==> src/rtl/jtag_ahb_pkg.sv <==
// -----------------------------------------------------------------------------
// jtag_ahb_pkg
// Shared constants and types for the JTAG-to-AHB-Lite transfer sequencer:
//   HTRANS_IDLE / HTRANS_NONSEQ  AHB-Lite transfer type encodings
//   HSIZE_WORD                   32-bit transfer size encoding
//   state_e                      sequencer FSM states
// -----------------------------------------------------------------------------
package jtag_ahb_pkg;

    localparam logic [1:0] HTRANS_IDLE   = 2'b00;
    localparam logic [1:0] HTRANS_NONSEQ = 2'b10;
    localparam logic [2:0] HSIZE_WORD    = 3'b010;

    typedef enum logic [1:0] {
        IDLE = 2'd0,
        ADDR = 2'd1,
        DATA = 2'd2,
        RESP = 2'd3
    } state_e;

endpackage

==> src/rtl/jtag_ahb_watchdog.sv <==
// -----------------------------------------------------------------------------
// jtag_ahb_watchdog
// Data-phase wait-state counter for the sequencer. Only instantiated when
// JTAG_AHB_TIMEOUT_EN is defined.
// Ports:
//   clk_i      clock, rising edge
//   rst_n_i    asynchronous active-low reset
//   clr_i      clear the count (data-phase entry)
//   en_i       count one wait cycle
//   expired_o  this wait cycle is the TIMEOUT_CYCLES-th one; the sequencer
//              leaves the data phase on the same edge
// -----------------------------------------------------------------------------
module jtag_ahb_watchdog #(
    parameter int unsigned TIMEOUT_CYCLES = 255
) (
    input  logic clk_i,
    input  logic rst_n_i,
    input  logic clr_i,
    input  logic en_i,
    output logic expired_o
);

    localparam int unsigned CNT_W = (TIMEOUT_CYCLES < 2) ? 1 : $clog2(TIMEOUT_CYCLES + 1);

    logic [CNT_W-1:0] count_q;
    logic [CNT_W-1:0] count_d;

    always_comb begin
        count_d = count_q;
        if (clr_i) begin
            count_d = '0;
        end else if (en_i) begin
            count_d = count_q + CNT_W'(1);
        end
    end

    always_ff @(posedge clk_i or negedge rst_n_i) begin
        if (!rst_n_i) begin
            count_q <= '0;
        end else begin
            count_q <= count_d;
        end
    end

    // Fires on the wait cycle that brings the count to TIMEOUT_CYCLES.
    assign expired_o = en_i && (count_q == CNT_W'(TIMEOUT_CYCLES - 1));

endmodule

==> src/rtl/jtag_ahb_sequencer.sv <==
// -----------------------------------------------------------------------------
// jtag_ahb_sequencer
// Turns one TAP command (read/write, start address, beat count) into a series
// of non-pipelined single-word AHB-Lite NONSEQ transfers with an
// auto-incrementing address, returning one response per beat.
// Optional: define JTAG_AHB_TIMEOUT_EN to bound data-phase wait states to
// TIMEOUT_CYCLES; otherwise the data phase waits indefinitely and rsp_timeout
// is always 0.
// Ports:
//   TCK, TRST_N              clock / asynchronous active-low reset
//   cmd_valid/cmd_ready      command handshake (ready only when idle)
//   cmd_write, cmd_addr,
//   cmd_wdata, cmd_len       command fields (len = beats - 1, fill write data)
//   rsp_valid/rsp_ready      per-beat response handshake
//   rsp_rdata, rsp_err,
//   rsp_timeout, rsp_last    response fields, stable while rsp_valid
//   busy                     FSM not idle
//   HADDR..HWDATA            AHB-Lite master outputs
//   HREADY, HRESP, HRDATA    AHB-Lite master inputs
// -----------------------------------------------------------------------------
module jtag_ahb_sequencer
    import jtag_ahb_pkg::*;
#(
    parameter int unsigned LEN_W          = 8,
    parameter int unsigned ADDR_INC       = 4,
    parameter int unsigned TIMEOUT_CYCLES = 255
) (
    input  logic             TCK,
    input  logic             TRST_N,
    input  logic             cmd_valid,
    output logic             cmd_ready,
    input  logic             cmd_write,
    input  logic [31:0]      cmd_addr,
    input  logic [31:0]      cmd_wdata,
    input  logic [LEN_W-1:0] cmd_len,
    output logic             rsp_valid,
    input  logic             rsp_ready,
    output logic [31:0]      rsp_rdata,
    output logic             rsp_err,
    output logic             rsp_timeout,
    output logic             rsp_last,
    output logic             busy,
    output logic [31:0]      HADDR,
    output logic [1:0]       HTRANS,
    output logic             HWRITE,
    output logic [2:0]       HSIZE,
    output logic [31:0]      HWDATA,
    input  logic             HREADY,
    input  logic             HRESP,
    input  logic [31:0]      HRDATA
);

    state_e           state_q, state_d;
    logic [31:0]      addr_q, addr_d;
    logic [31:0]      wdata_q, wdata_d;
    logic             write_q, write_d;
    logic [LEN_W-1:0] remain_q, remain_d;
    logic [31:0]      rdata_q, rdata_d;
    logic             err_q, err_d;
    logic             tmo_q, tmo_d;
    logic             beat_last;
    logic             wd_expired;

`ifdef JTAG_AHB_TIMEOUT_EN
    jtag_ahb_watchdog #(
        .TIMEOUT_CYCLES(TIMEOUT_CYCLES)
    ) u_watchdog (
        .clk_i     (TCK),
        .rst_n_i   (TRST_N),
        .clr_i     ((state_q == ADDR) && HREADY),
        .en_i      ((state_q == DATA) && !HREADY),
        .expired_o (wd_expired)
    );
`else
    logic [31:0] unused_timeout_cycles;
    assign unused_timeout_cycles = 32'(TIMEOUT_CYCLES);
    assign wd_expired = 1'b0;
`endif

    // An error or timeout aborts whatever beats remain.
    assign beat_last = (remain_q == '0) || err_q;

    always_comb begin
        state_d  = state_q;
        addr_d   = addr_q;
        wdata_d  = wdata_q;
        write_d  = write_q;
        remain_d = remain_q;
        rdata_d  = rdata_q;
        err_d    = err_q;
        tmo_d    = tmo_q;
        case (state_q)
            IDLE: begin
                if (cmd_valid) begin
                    addr_d   = cmd_addr;
                    wdata_d  = cmd_wdata;
                    write_d  = cmd_write;
                    remain_d = cmd_len;
                    state_d  = ADDR;
                end
            end
            ADDR: begin
                if (HREADY) begin
                    state_d = DATA;
                end
            end
            DATA: begin
                if (HREADY) begin
                    state_d = RESP;
                    err_d   = HRESP;
                    tmo_d   = 1'b0;
                    rdata_d = (write_q || HRESP) ? '0 : HRDATA;
                end else if (wd_expired) begin
                    state_d = RESP;
                    err_d   = 1'b1;
                    tmo_d   = 1'b1;
                    rdata_d = '0;
                end
            end
            RESP: begin
                if (rsp_ready) begin
                    if (beat_last) begin
                        state_d = IDLE;
                    end else begin
                        addr_d   = addr_q + 32'(ADDR_INC);
                        remain_d = remain_q - LEN_W'(1);
                        state_d  = ADDR;
                    end
                end
            end
            default: state_d = IDLE;
        endcase
    end

    always_ff @(posedge TCK or negedge TRST_N) begin
        if (!TRST_N) begin
            state_q  <= IDLE;
            addr_q   <= '0;
            wdata_q  <= '0;
            write_q  <= 1'b0;
            remain_q <= '0;
            rdata_q  <= '0;
            err_q    <= 1'b0;
            tmo_q    <= 1'b0;
        end else begin
            state_q  <= state_d;
            addr_q   <= addr_d;
            wdata_q  <= wdata_d;
            write_q  <= write_d;
            remain_q <= remain_d;
            rdata_q  <= rdata_d;
            err_q    <= err_d;
            tmo_q    <= tmo_d;
        end
    end

    assign cmd_ready   = (state_q == IDLE);
    assign busy        = (state_q != IDLE);
    assign rsp_valid   = (state_q == RESP);
    assign rsp_rdata   = rdata_q;
    assign rsp_err     = rsp_valid && err_q;
    assign rsp_timeout = rsp_valid && tmo_q;
    assign rsp_last    = rsp_valid && beat_last;

    // Address and direction are registered, so they hold after the address
    // phase until the next beat's address phase.
    assign HTRANS = (state_q == ADDR) ? HTRANS_NONSEQ : HTRANS_IDLE;
    assign HADDR  = addr_q;
    assign HWRITE = write_q;
    assign HSIZE  = HSIZE_WORD;
    assign HWDATA = wdata_q;

endmodule

==> config.mk <==
export PLATFORM = sky130hd
export DESIGN_NAME = jtag_ahb_sequencer
export DESIGN_NICKNAME = d
export VERILOG_FILES = /design/src/rtl/jtag_ahb_pkg.sv /design/src/rtl/jtag_ahb_watchdog.sv /design/src/rtl/jtag_ahb_sequencer.sv
export SDC_FILE = /design/constraint.sdc
export NUM_CORES = 1
export LEC_CHECK = 0
export CAP_MARGIN = 15
export CORE_ASPECT_RATIO = 0.75
export CORE_MARGIN = 4
export CORE_UTILIZATION = 25
export CTS_BUF_LIST = sky130_fd_sc_hd__clkbuf_16
export CTS_CLUSTER_DIAMETER = 40
export DETAILED_ROUTE_END_ITERATION = 6
export GPL_ROUTABILITY_DRIVEN = 1
export MAX_ROUTING_LAYER = met4
export SETUP_SLACK_MARGIN = 0.15
export SLEW_MARGIN = 25
export SYNTH_ARGS = -nofsm -noshare
export SYNTH_HDL_FRONTEND = slang
export SYNTH_SLANG_ARGS = --single-unit
==> constraint.sdc <==
create_clock -name TCK -period 6 [get_ports TCK]
set_input_delay 1.2 -clock TCK [delete_from_list [all_inputs] [get_ports TCK]]
set_output_delay 1.2 -clock TCK [all_outputs]
set_load 0.005 [all_outputs]
* Yosys cells after proc, flatten, opt, wreduce, memory -nomap -nowiden
Cells that the tools add are included.
Storage, ports and cells: logic and storage cells 45, ROM bits 0, bits of input ports 111, register bits 108, latch bits 0, memories kept 0, memory bits (writable) 0
Cells by class: reduce and logical (&&, ||, !) cells 12, equality and inequality tests 8, mux-type cells 16, shift operators 0, $lt $le $gt $ge 0, divide/modulo/power cells 0, multipliers 0, $add $sub $neg 2, bitwise gates (word level) 0
Operator list (number):
- $mux W32 | 4
- $pmux W32 S2 | 1
- $add A32 B3 Y32 const B | 1
- $mux W8 | 3
- $pmux W8 S2 | 1
- $mux W2 | 5
- $logic_not A8 Y1 | 1
- $ne A2 B2 Y1 const B | 4
- $pmux W2 S4 | 1
- $reduce_and A4 Y1 | 2
- $sub A8 B1 Y8 const B | 1
- $eq A2 B2 Y1 const B | 2
- $reduce_and A2 Y1 | 2
- $reduce_bool A2 Y1 | 2
- $eq A2 B1 Y1 const B | 1
- $logic_and A1 B1 Y1 | 2
- $logic_not A2 Y1 | 1
- $logic_or A1 B1 Y1 | 2
- $ne A2 B1 Y1 const B | 1
- $mux W1 | 1

* Depth between registers and ports, before layout
word-level depth 5, gate-level depth with buffers 9, depth with buffers taken out 7

* Least setup slack after synthesis
No wires, ideal clock.
path type register -> output, start point register state_q[0], end point output port rsp_last, stages on the path, launching flop included 5, required time 4.800 ns, setup slack 3.658 ns, arrival time 1.142 ns, path buffers 1, path through dfrtp_1 ha_1 inv_1 clkbuf_1 a21oi_1
Between the ends: longest elaborated chain between the ends 2
RTL lines:
- from (decl) | RTL line jtag_ahb_sequencer.sv:53 | state_e state_q, state_d;
- from (signal assigned) | RTL line jtag_ahb_sequencer.sv:146 | state_q <= state_d;
- $eq A2 B2 Y1 | RTL line jtag_ahb_sequencer.sv:159 | assign rsp_valid = (state_q == RESP);
- via rsp_valid | RTL line jtag_ahb_sequencer.sv:36 | output logic rsp_valid,
- $logic_and A1 B1 Y1 | RTL line jtag_ahb_sequencer.sv:163 | assign rsp_last = rsp_valid && beat_last;
- to (decl) | RTL line jtag_ahb_sequencer.sv:41 | output logic rsp_last,
The timed path passes the listed nets, and every way through them passes these cells.

* Final worst setup path
start point register state_q[0], end point output port rsp_last
Between the ends: longest elaborated chain between the ends 2
RTL lines (RTL line):
- $eq A2 B2 Y1 | jtag_ahb_sequencer.sv:159
- $logic_and A1 B1 Y1 | jtag_ahb_sequencer.sv:163
No other way between the ends.

==> results.cfg <==
[job]
drv_cap = 0

[hold_path]
hold-path-endpoint = HADDR[1]$_DFFE_PN0P_
min-delay-start = HADDR[1]$_DFFE_PN0P_
min_path_type = reg -> reg
worstHoldPathCells = 2

[clock_tree]
cts_made_buffers = 9
clockRootBuffer = clkbuf_16
postCtsSetupBuffers = 0
clk_pin_slew_ps = 80
hold_buffers = 0
cts_resized = 0
htreeDepth = 3
cts_tree = built
clkLatencyLatePin_ps = 350
cts_num_sinks = 108
cts_buffer_depth = 2

[logic_synthesis]
synth_area_per_cell_sq_um = 11.1
synth_top_family_by_area = compound AO/OA/AOI/OAI gates
synth.area.mux_share_pct = 7.84
synth_commonest_cells = dfrtp_1 (108), mux2_2 (35), a22o_1 (32), nand2_1 (32), a21oi_1 (28)
synth.area.top_cells = dfrtp_1 (51%), mux2_2 (7.5%), a22o_1 (5.3%)
synth_cell_type_count = 62
synth_edf_count = 0
yosys.area_share.simple_pct = 13.7
yosysSeqAreaShare_pct = 51.2
async_flop_share_pct = 100
yosys.area.top_type = dfrtp_1
synth_top_area_share_pct = 51.2
ys.flop_type = dfrtp_1
synth.most_common_cell = dfrtp_1
ys_ff_latch = 108
synth_compound_area_share_pct = 20.4
syn_area_sq_um = 5280
yosys_warnings = 0
synthCells = 477
synth_fa_ha_area_share_pct = 1.90
synth-xor-area-share_pct = 0

[worst_setup_path]
start_kind = flip-flop
rr_startpoint = state_q[0]$_DFFE_PN0P_
cp_slowest_cell = inv_1
r2r-end = HADDR[26]$_DFFE_PN0P_
path_cells = ha_2 > inv_1 > a21oi_1 > clkdlybuf4s50_1
max_stage_delay_ps = 640
cp-end-kind = output pin
cp.arrival_ps = 2230
cp_max_fo = 25
crit_start = state_q[0]$_DFFE_PN0P_
path_class = reg -> out
r2r_setup_slack_ps = 3000
worstPathRequired_ps = 4800
reg2regPathDepth = 7

[finish]
fin_util_pct = 38.9
area_growth_syn_to_layout_pct = 51.0
drive_gt1_share_pct = 12.0
final_cell_count_no_fill = 966
multi_input_area_sq_um = 2350
fill_cells = 2026
layout.nets = 797
seqCellArea_sq_um = 2700
final_area_sq_um = 7970

[pwr]
comb_power_share_pct = 47.8
switching_share_pct = 36.6
seqPwrFrac_pct = 35.2
pwr-share-clk_pct = 17.0
p_leak_nw = 3.17
ir_drop_uv = 209
p_switching_w = 0.00145
power.internal_w = 0.00251
power_density_nw_per_um2 = 496

[global_routing]
grt_overflow = 0
grt_usage_pct = 14.1
grt_pass1_vias = 4471
grt_pass1_wl_mm = 25.7
antenna_found_initial = 1
grt_max_degree = 73

[detailed_routing]
routedWlPerCell_um = 17.4
dr.pass1.iters = 5
vias = 4616
postRouteAntennaNets = 0
wirelength_mm = 16.8
drc = 0
initialDrtViolationCount = 223
detail_route.vias_per_cell = 4.78

[timing]
period_share_pct = 57.2
worstMarginPinSlew_ps = 888
rsz0062_at_grt = no
finalCriticalPeriod_ps = 3430
slew_headroom_pct = 40.7
finalSetupViolCount = 0
fin_tns_setup_ps = 0
final_max_slew_viol_count = 0
fmaxAchievable_ghz = 0.291
fin_skew_ps = 7.21
final_hold_viol_count = 0

[floorplan]
die_h_um = 134
initial_core_util_pct = 25.8
die_w_um = 176
core_sq_um = 20500
die_area_sq_um = 23500
num_rows = 45
io_pins = 219

[place]
port_buffers = 213
place_hpwl_mm = 12.4
gp_congestion = 0.809
place_inst = 949
post_dp_cell_area_sq_um = 7630

[outcome]
status = finished clean
-- layer usage --
layer / GRT usage (%) / up-vias / share of wire, %
met2: 20.2 / 150 / 44
met1: 20.1 / 2257 / 48
li1: - / 2192 / -
met4: 3.16 / 0 / 1.4
met3: 3.72 / 17 / 5.6
met5: - / - / 0
-- worst max-delay path: cells and delay by family, from the launching register on --
| kind | cells | cell delay [ps] |
|---|---|---|
| adders and majority gates | 1 | 210 |
| DFF | 1 | 440 |
| AOI/OAI and AO/OA | 1 | 90 |
| buffers and inverters | 2 | 1130 |
-- final cells by class --
| cell class | instances | area share, % |
|---|---|---|
| Tap cell | 282 | 4.42 |
| Timing Repair Buffer | 220 | 27.4 |
| Inverter | 13 | 0.612 |
| Sequential cell | 108 | 33.9 |
| Clock buffer | 9 | 2.82 |
| Clock inverter | 7 | 1.35 |
| Antenna cell | 1 | 0.0314 |
| Multi-Input combinational cell | 326 | 29.5 |
-- placed cells by master (no fill, tap or decap), types with 4 or more instances in the layout --
master | netlist | routed
o31ai_1 | 4 | 4
nor3_1 | 21 | 20
a21oi_1 | 28 | 28
buf_4 | 7 | 7
inv_1 | 13 | 13
o21ai_0 | 23 | 23
dfrtp_1 | 108 | 108
mux2_2 | 35 | 35
a22oi_1 | 9 | 9
clkbuf_16 | 0 | 9
conb_1 | 2 | 5
o22ai_1 | 13 | 13
o21a_1 | 4 | 4
clkdlybuf4s50_1 | 0 | 212
nand2_1 | 32 | 32
nand4_1 | 6 | 6
nor2_1 | 21 | 20
a22o_1 | 32 | 32
nand3_1 | 16 | 16
ha_1 | 8 | 7
a2bb2oi_1 | 6 | 6
-- state kept, by name (all words and copies together) (netlist names) --
signal,count
HADDR,32
rsp_rdata,32
HWDATA,32
HWRITE,1
state_q,2
err_q,1
remain_q,8
-- logic make-up after synthesis --
group | after synthesis
other | 2
flip-flops | 108
multiplexers | 37
adder cells (fa/ha/maj) | 8
AO/OA/AOI/OAI | 148
buffers and inverters | 46
AND/OR/NAND/NOR | 128
-- through the flow --
| stage | worst slack, ps | power, W | hold slack [ps] |
|---|---|---|---|
| 6_report | 2570 | 0.00396 | 488 |
| 3_3_place_gp | 2680 | 0.00329 | 469 |
| 5_1_grt | 2440 | 0.00424 | 519 |
| 4_1_cts | 2550 | 0.00400 | 497 |
| 2_1_floorplan | 3660 | 0.00235 | 463 |
| 3_5_place_dp | 2640 | 0.00331 | 479 |
-- power groups by stage --
| stage | clock (W) | sequential, W | combinational, W |
|---|---|---|---|
| 2_1_floorplan | 0 | 0.00136 | 0.000989 |
| 3_3_place_gp | 0 | 0.00140 | 0.00189 |
| 3_5_place_dp | 0 | 0.00140 | 0.00191 |
| 4_1_cts | 0.000694 | 0.00139 | 0.00192 |
| 5_1_grt | 0.000721 | 0.00145 | 0.00207 |
| 6_report | 0.000671 | 0.00139 | 0.00189 |
-- how the worst max path moves through the flow --
stage,endpoint,slack [ps],depth (start not counted)
6_report,rsp_last,2570,4
5_1_grt,rsp_last,2440,4
4_1_cts,rsp_last,2550,4
3_5_place_dp,HADDR[28]$_DFFE_PN0P_,2640,6
3_3_place_gp,HADDR[26]$_DFFE_PN0P_,2680,6
2_1_floorplan,rsp_last,3660,4
Note: power is estimated with default switching activity, not from simulation.
